[config.mk]
export PLATFORM = sky130hd
export DESIGN_NAME = counter_arbiter
export DESIGN_NICKNAME = d
export VERILOG_FILES = /design/src/rtl/counter_arbiter.sv
export SDC_FILE = /design/constraint.sdc
export NUM_CORES = 1
export LEC_CHECK = 0
export CAP_MARGIN = 0
export CORE_ASPECT_RATIO = 1.2
export CORE_MARGIN = 5
export CORE_UTILIZATION = 35
export DETAILED_ROUTE_END_ITERATION = 12
export REMOVE_ABC_BUFFERS = 1
export SYNTH_ARGS = -nofsm -noshare
export SYNTH_HDL_FRONTEND = slang
export SYNTH_SLANG_ARGS = --single-unit
[constraint.sdc]
create_clock -name clk -period 2.91 [get_ports clk]
set_input_delay 0.7275 -clock clk [delete_from_list [all_inputs] [get_ports clk]]
set_output_delay 0.7275 -clock clk [all_outputs]
set_load 0.05 [all_outputs]
[src/rtl/counter_arbiter.sv]
// counter_arbiter: round-robin arbiter that lends one shared up/down counter
// to NUM_REQ requesters, one timed job at a time, with a RUN-phase watchdog.
// Ports:
//   clk, rst_n          clock and synchronous active-low reset
//   req/req_dir         per-requester request level and count direction (1 = up)
//   load_val            packed per-requester load values, WIDTH bits each
//   cnt_zero            zero flag returned by the shared counter
//   cnt_load_n/mode/in  counter control pins (cnt_load_n low loads cnt_in)
//   gnt/done/err/busy   one-hot grant, completion and watchdog-abort pulses, busy
module counter_arbiter #(
  parameter int NUM_REQ = 4,
  parameter int WIDTH   = 8,
  parameter int MAX_RUN = 255
) (
  input  logic                       clk,
  input  logic                       rst_n,
  input  logic [NUM_REQ-1:0]         req,
  input  logic [NUM_REQ-1:0]         req_dir,
  input  logic [NUM_REQ*WIDTH-1:0]   load_val,
  input  logic                       cnt_zero,
  output logic                       cnt_load_n,
  output logic                       cnt_mode,
  output logic [WIDTH-1:0]           cnt_in,
  output logic [NUM_REQ-1:0]         gnt,
  output logic [NUM_REQ-1:0]         done,
  output logic [NUM_REQ-1:0]         err,
  output logic                       busy
);

  localparam int IW = (NUM_REQ > 1) ? $clog2(NUM_REQ) : 1;
  // Watchdog width depends only on MAX_RUN, never on the data path width.
  localparam int WW = (MAX_RUN > 1) ? $clog2(MAX_RUN + 1) : 1;

  typedef enum logic [2:0] {
    S_IDLE,
    S_LOAD,
    S_RUN,
    S_DONE,
    S_ABORT
  } state_t;

  state_t               state_q, state_d;
  logic [IW-1:0]        g_q, g_d;
  logic [IW-1:0]        ptr_q, ptr_d;
  logic [WW-1:0]        wdog_q, wdog_d;

  logic [NUM_REQ-1:0]   gnt_q, gnt_d;
  logic [NUM_REQ-1:0]   done_q, done_d;
  logic [NUM_REQ-1:0]   err_q, err_d;
  logic                 busy_q, busy_d;
  logic                 cnt_load_n_q, cnt_load_n_d;
  logic                 cnt_mode_q, cnt_mode_d;
  logic [WIDTH-1:0]     cnt_in_q, cnt_in_d;

  // Round-robin pick: first requesting index at or above the pointer, wrapping.
  logic                 pick_vld;
  logic [IW-1:0]        pick_idx;
  logic [IW-1:0]        cand;

  always_comb begin
    pick_vld = 1'b0;
    pick_idx = '0;
    cand     = '0;
    // Walk offsets from farthest to nearest so the nearest hit wins.
    for (int k = NUM_REQ - 1; k >= 0; k--) begin
      cand = IW'((int'(ptr_q) + k) % NUM_REQ);
      if (req[cand]) begin
        pick_vld = 1'b1;
        pick_idx = cand;
      end
    end
  end

  // Pointer value used on every return to IDLE: one past the served requester.
  logic [IW-1:0] ptr_nxt;
  always_comb begin
    ptr_nxt = (g_q == IW'(NUM_REQ - 1)) ? '0 : g_q + IW'(1);
  end

  logic go_idle;

  // Outputs are computed for the state being entered and registered alongside
  // the state, so every output is a flop and matches the state it belongs to.
  always_comb begin
    state_d      = state_q;
    g_d          = g_q;
    ptr_d        = ptr_q;
    wdog_d       = wdog_q;
    gnt_d        = gnt_q;
    done_d       = '0;
    err_d        = '0;
    busy_d       = busy_q;
    cnt_load_n_d = cnt_load_n_q;
    cnt_mode_d   = cnt_mode_q;
    cnt_in_d     = cnt_in_q;
    go_idle      = 1'b0;

    case (state_q)
      S_IDLE: begin
        if (pick_vld) begin
          state_d      = S_LOAD;
          g_d          = pick_idx;
          gnt_d        = NUM_REQ'(1) << pick_idx;
          busy_d       = 1'b1;
          cnt_load_n_d = 1'b0;
          cnt_in_d     = load_val[int'(pick_idx)*WIDTH +: WIDTH];
          cnt_mode_d   = req_dir[pick_idx];
          wdog_d       = '0;
        end
      end

      S_LOAD: begin
        // Release the counter; mode and preload stay as captured.
        state_d      = S_RUN;
        cnt_load_n_d = 1'b1;
        wdog_d       = WW'(1);
      end

      S_RUN: begin
        if (!req[g_q]) begin
          // Requester withdrew: silent drop, no pulse.
          go_idle = 1'b1;
        end else if (cnt_zero) begin
          state_d      = S_DONE;
          done_d       = gnt_q;
          cnt_load_n_d = 1'b0;
          cnt_in_d     = '0;
        end else if (wdog_q == WW'(MAX_RUN)) begin
          state_d      = S_ABORT;
          err_d        = gnt_q;
          cnt_load_n_d = 1'b0;
          cnt_in_d     = '0;
        end else begin
          wdog_d = wdog_q + WW'(1);
        end
      end

      S_DONE, S_ABORT: begin
        go_idle = 1'b1;
      end

      default: begin
        go_idle = 1'b1;
      end
    endcase

    // Common exit to IDLE: park the counter, drop grant and advance pointer.
    if (go_idle) begin
      state_d      = S_IDLE;
      gnt_d        = '0;
      busy_d       = 1'b0;
      cnt_load_n_d = 1'b0;
      cnt_in_d     = '0;
      ptr_d        = ptr_nxt;
      wdog_d       = '0;
    end
  end

  always_ff @(posedge clk) begin
    if (!rst_n) begin
      state_q      <= S_IDLE;
      g_q          <= '0;
      ptr_q        <= '0;
      wdog_q       <= '0;
      gnt_q        <= '0;
      done_q       <= '0;
      err_q        <= '0;
      busy_q       <= 1'b0;
      cnt_load_n_q <= 1'b0;
      cnt_mode_q   <= 1'b0;
      cnt_in_q     <= '0;
    end else begin
      state_q      <= state_d;
      g_q          <= g_d;
      ptr_q        <= ptr_d;
      wdog_q       <= wdog_d;
      gnt_q        <= gnt_d;
      done_q       <= done_d;
      err_q        <= err_d;
      busy_q       <= busy_d;
      cnt_load_n_q <= cnt_load_n_d;
      cnt_mode_q   <= cnt_mode_d;
      cnt_in_q     <= cnt_in_d;
    end
  end

  assign gnt        = gnt_q;
  assign done       = done_q;
  assign err        = err_q;
  assign busy       = busy_q;
  assign cnt_load_n = cnt_load_n_q;
  assign cnt_mode   = cnt_mode_q;
  assign cnt_in     = cnt_in_q;

endmodule

# Word level (Yosys, flattened, before mapping)
# Index checks and enable logic that the tools add are counted.
# totals
in_bits	43
reg_bits	38
output_inout_bits	23
elab_cells	91
# classes
n_reduce_logical	11
magnitude_cmp	6
n_eq_ne	9
shift	2
bitwise_logic	4
n_mux	43
addsub	5
# ops
cell	n
8-bit two-way mux	8
32-bit by 6-bit indexed part select with 8-bit output	1
8-bit one-hot mux with 3 select lines	1
2-bit by 3-bit less-than comparator with 1-bit output, second input constant	6
8-bit one-hot mux with 2 select lines	1
1-bit two-way mux	15
1-bit binary-select mux with 2-bit select	6
3-bit two-way mux	4
4-bit AND reduction	3
2-bit two-way mux	5
3-bit one-hot mux with 3 select lines	1
8-bit by 1-bit adder with 8-bit output, second input constant	1
8-bit == test, second input constant	1
2-bit inequality test, second input constant	4
5-bit AND reduction	1
5-bit OR reduction	1
2-bit by 1-bit adder with 2-bit output, second input constant	2
2-bit adder, second input constant	2
1-bit NOT	4
2-bit OR reduction	2
1-bit by 2-bit left shift with 4-bit output, first input constant	1
3-bit by 1-bit == test with 1-bit output, second input constant	1
3-bit by 2-bit == test with 1-bit output, second input constant	1
3-bit logical NOT	1
7 further kinds	7

# Logic depth before layout (Yosys ltp)
# depth
word_depth	10
mapped_depth	7
ltp_nobuf	6

# Worst setup path after synthesis
# No wires, ideal clock.
# synth_timing
kind	input to register
start	in rst_n
end	reg wdog_q[2]
n_path_buf	2
path_stages	6
t_required_ns	2.840
arrival_ns	2.049
path_slack_ns	0.791
setup_time_ns	0.070
cell_sequence	clkbuf_1 > nor4bb_1 > a221oi_2 > or4_1 > clkbuf_1 > a21oi_1
# synth_between
elab_chain_len	2
# synth_rtl
element	line	source
start, declared	16	input logic rst_n,
1-bit NOT (no line)	--	
2-bit OR reduction (no line)	--	
end signal, assigned	176	wdog_q <= wdog_d;
end, declared	45	logic [WW-1:0] wdog_q, wdog_d;
# Every way passes these cells.
# A chain may end at the register's enable or synchronous reset.

# Worst setup path in the final report
# layout_timing
start	in req[3]
end	reg cnt_in_q[4] (netlist: cnt_in[4])
# layout_between
elab_chain_len	9
elab_cells_between_ends	27
classes_between	eq/ne (2); shift (1); mux (22); reduce/logical (2)
# layout_rtl
element	line	source
start, declared	17	input logic [NUM_REQ-1:0] req,
1-bit binary-select mux with 2-bit select	67	if (req[cand]) begin
1-bit two-way mux (implied by the code)	67	
2-bit two-way mux (4 in series)	67	
32-bit by 6-bit indexed part select with 8-bit output	106	cnt_in_d = load_val[int'(pick_idx)*WIDTH +: WIDTH];
8-bit two-way mux	100	if (pick_vld) begin
8-bit one-hot mux with 2 select lines	98	case (state_q)
end signal, assigned	183	cnt_in_q <= cnt_in_d;
end, declared	53	logic [WIDTH-1:0] cnt_in_q, cnt_in_d;
# Parallel ways exist; a longest one is shown, timed or not. The select of a mux whose other input is x is not followed.

==> results.json <==
{
  "max_cap_viol_count": 0,
  "ir_drop_v": 0.000291,
  "syn_avg_cell_area_um2": 9.05,
  "slew_violations": 0,
  "diodes": 0,
  "synth_area_leader_cell": "dfxtp_1",
  "n_fill_cell": 519,
  "io_pins": 66,
  "yosysSeqAreaShare": 0.372,
  "cts.clk_slew.worst_paths_ps": 80,
  "min_path_type": "register to register",
  "die_area_um2": 7480,
  "hpwlAfterDp_mm": 4.15,
  "synth_seq_cells": 38,
  "grt_pass1_wl_mm": 8.54,
  "tightestPinTransition_ps": 542,
  "h-tree-depth": 2,
  "critPathRequiredTime_ps": 3120,
  "drt_iter0_markers": 51,
  "synth_top_area_share": 0.372,
  "path_cells": "clkdlybuf4s50_1 -> nor4_1 -> or4_4 -> nor4_4 -> o21ai_0 -> o221ai_1",
  "grt_overflow": 0,
  "synth-simple-area-share": 0.255,
  "fmax_mhz": 405,
  "fin_crit_ps": 2470,
  "coreArea_um2": 5670,
  "powerDensity_nw_per_um2": 846,
  "drt_drc_violations_left": 0,
  "synth_ff_type": "dfxtp_1",
  "setup_viol": 0,
  "cts_buffers": 5,
  "ant_nets": 0,
  "synth_warnings": 0,
  "synth_compound_gate_area_share": 0.228,
  "num_vias": 1891,
  "vias_per_cell": 5.00,
  "insertion_delay_ps": 290,
  "netlist_top_cells_count": "dfxtp_1, nor2_1, a21oi_1, inv_1, mux2i_1",
  "crit_family": "simple AND/OR/NAND/NOR gates",
  "synth_area_um2": 2050,
  "muxShareOfSynthArea": 0.0807,
  "synthMostInstantiatedCell": "dfxtp_1",
  "grt_max_degree": 18,
  "cts_root_buf": "clkbuf_8",
  "max_slew_margin": 0.638,
  "die_h_um": 93.8,
  "routed_wirelength_mm": 5.32,
  "crit_path_end_kind": "register",
  "post_drt_wl_per_cell_um": 14.1,
  "whs_ps": 462,
  "drive_gt1_frac": 0.117,
  "cts_resized": 0,
  "cts_setup_buffers": 0,
  "numPortBuffers": 65,
  "cellLeakagePower_nw": 1.08,
  "critical_path.max_fanout": 9,
  "cts_buffer_depth": 2,
  "initial_utilization": 0.361,
  "outcome": "complete, no violations",
  "gp_congestion": 0.848,
  "async_flop_share": 0,
  "synthToLayoutAreaGrowth_pct": 44.6,
  "die_w_um": 79.8,
  "synth_edf_count": 0,
  "synth_cell_type_count": 50,
  "grt_pass1_vias": 1775,
  "firstDrtPassIters": 4,
  "fin_skew_ps": 5.82,
  "placed_cell_area_um2": 2820,
  "synthAdderAreaFrac": 0.0122,
  "period_share": 0.848,
  "antenna_found_initial": 0,
  "cp-start-kind": "input pin",
  "worst-setup-path-type": "input pin to register",
  "synth_top_family_by_area": "simple AND/OR/NAND/NOR gates",
  "fin_tns_setup_ps": 0,
  "synthTopCellsByArea": "dfxtp_1, mux2i_1, o221ai_1",
  "crit_buf_inv": 1,
  "cpPeakStageDelay_ps": 580,
  "track_usage": 0.144,
  "synth_xor_area_frac": 0,
  "design_area_um2": 2960,
  "synthCells": 226,
  "rows": 30,
  "finalNetCount": 342,
  "cts_tree": "yes",
  "arrival_ps": 2680,
  "hold_viol": 0,
  "cts_hold_buffers": 0,
  "cp_slowest_cell": "clkdlybuf4s50_1",
  "grt_setup_unrepaired": "no",
  "cts_sinks": 38,
  "r2r_slack_ps": 900
}
## per-layer routing
| metal | global-route usage | wire [um] |
|---|---|---|
| met2 | 0.228 | 2450 |
| met3 | 0.0451 | 381 |
| met4 | 0.0493 | 61 |
| met1 | 0.186 | 2430 |
| met5 | 0 | 0 |
## worst reg2reg max path, delay by kind of cell (launching register included)
family	cells	cell delay [ps]
AO/OA/AOI/OAI	3	810
buffers and inverters	1	210
flip-flops	1	470
multiplexers	1	390
## per-stage QoR
step	instances	power [mW]	utilization	setup WS, ps
final	378	2.50	0.522	441
after global routing	378	2.65	0.522	303
after CTS	378	2.53	0.522	427
after detailed placement	370	1.98	0.498	120
after global placement	370	1.98	0.498	169
after floorplan	214	1.54	-	614
## placed cells by master (no fill, tap or decap), drive strengths merged, types with 4 or more instances in the layout
cell type / netlist / final
a21boi: 8 / 8
a21oi: 14 / 14
a22oi: 4 / 4
and2: 10 / 10
and3: 9 / 9
buf: 4 / 11
clkbuf: 8 / 5
clkdlybuf4s50: 0 / 65
dfxtp: 38 / 38
inv: 13 / 13
mux2i: 12 / 12
nand2: 7 / 7
nand3: 7 / 7
nor2: 15 / 15
nor2b: 8 / 8
o21ai: 11 / 11
o221ai: 9 / 9
o31ai: 6 / 6
or4: 6 / 6
## area by class of cell
cell class	count	area, um^2	area share
Clock inverter	3	68.8	0.0233
Timing Repair Buffer	76	733	0.248
Tap cell	80	100	0.0338
Inverter	13	48.8	0.0165
Multi-Input combinational cell	163	1180	0.398
Sequential cell	38	761	0.257
Clock buffer	5	68.8	0.0233
## sequential cells by signal, summed over array words and instances, names as in the netlist, 2 cells and up
| register | cells |
|---|---|
| gnt | 4 |
| state_q | 3 |
| cnt_in | 8 |
| wdog_q | 8 |
| err | 4 |
| done | 4 |
| ptr_q | 2 |
| g_q | 2 |
## final timing paths
kind | from | depth (start not counted) | endpoint
setup / recovery | req[3] | 6 | cnt_in[4]$_SDFFE_PP0P_
hold reg to reg | busy$_SDFFE_PP0P_ | 2 | busy$_SDFFE_PP0P_
setup reg to reg | g_q[0]$_SDFFE_PN0P_ | 5 | cnt_in[1]$_SDFFE_PP0P_
hold / removal | busy$_SDFFE_PP0P_ | 2 | busy$_SDFFE_PP0P_
## power by group
| part | total [mW] | internal (mW) | switching, mW |
|---|---|---|---|
| registers | 0.748 | 0.642 | 0.106 |
| clock network | 0.544 | 0.344 | 0.200 |
| logic | 1.21 | 0.494 | 0.717 |
## cell families (layout without fill, tap and decap cells)
group                    after synthesis  count (layout)
flip-flops                            38              38
AND/OR/NAND/NOR                       81              81
multiplexers                          15              15
adder cells (fa/ha/maj)                2               2
buffers and inverters                 25              97
AO/OA/AOI/OAI                         65              65
Power figures use the tool's default switching activity.
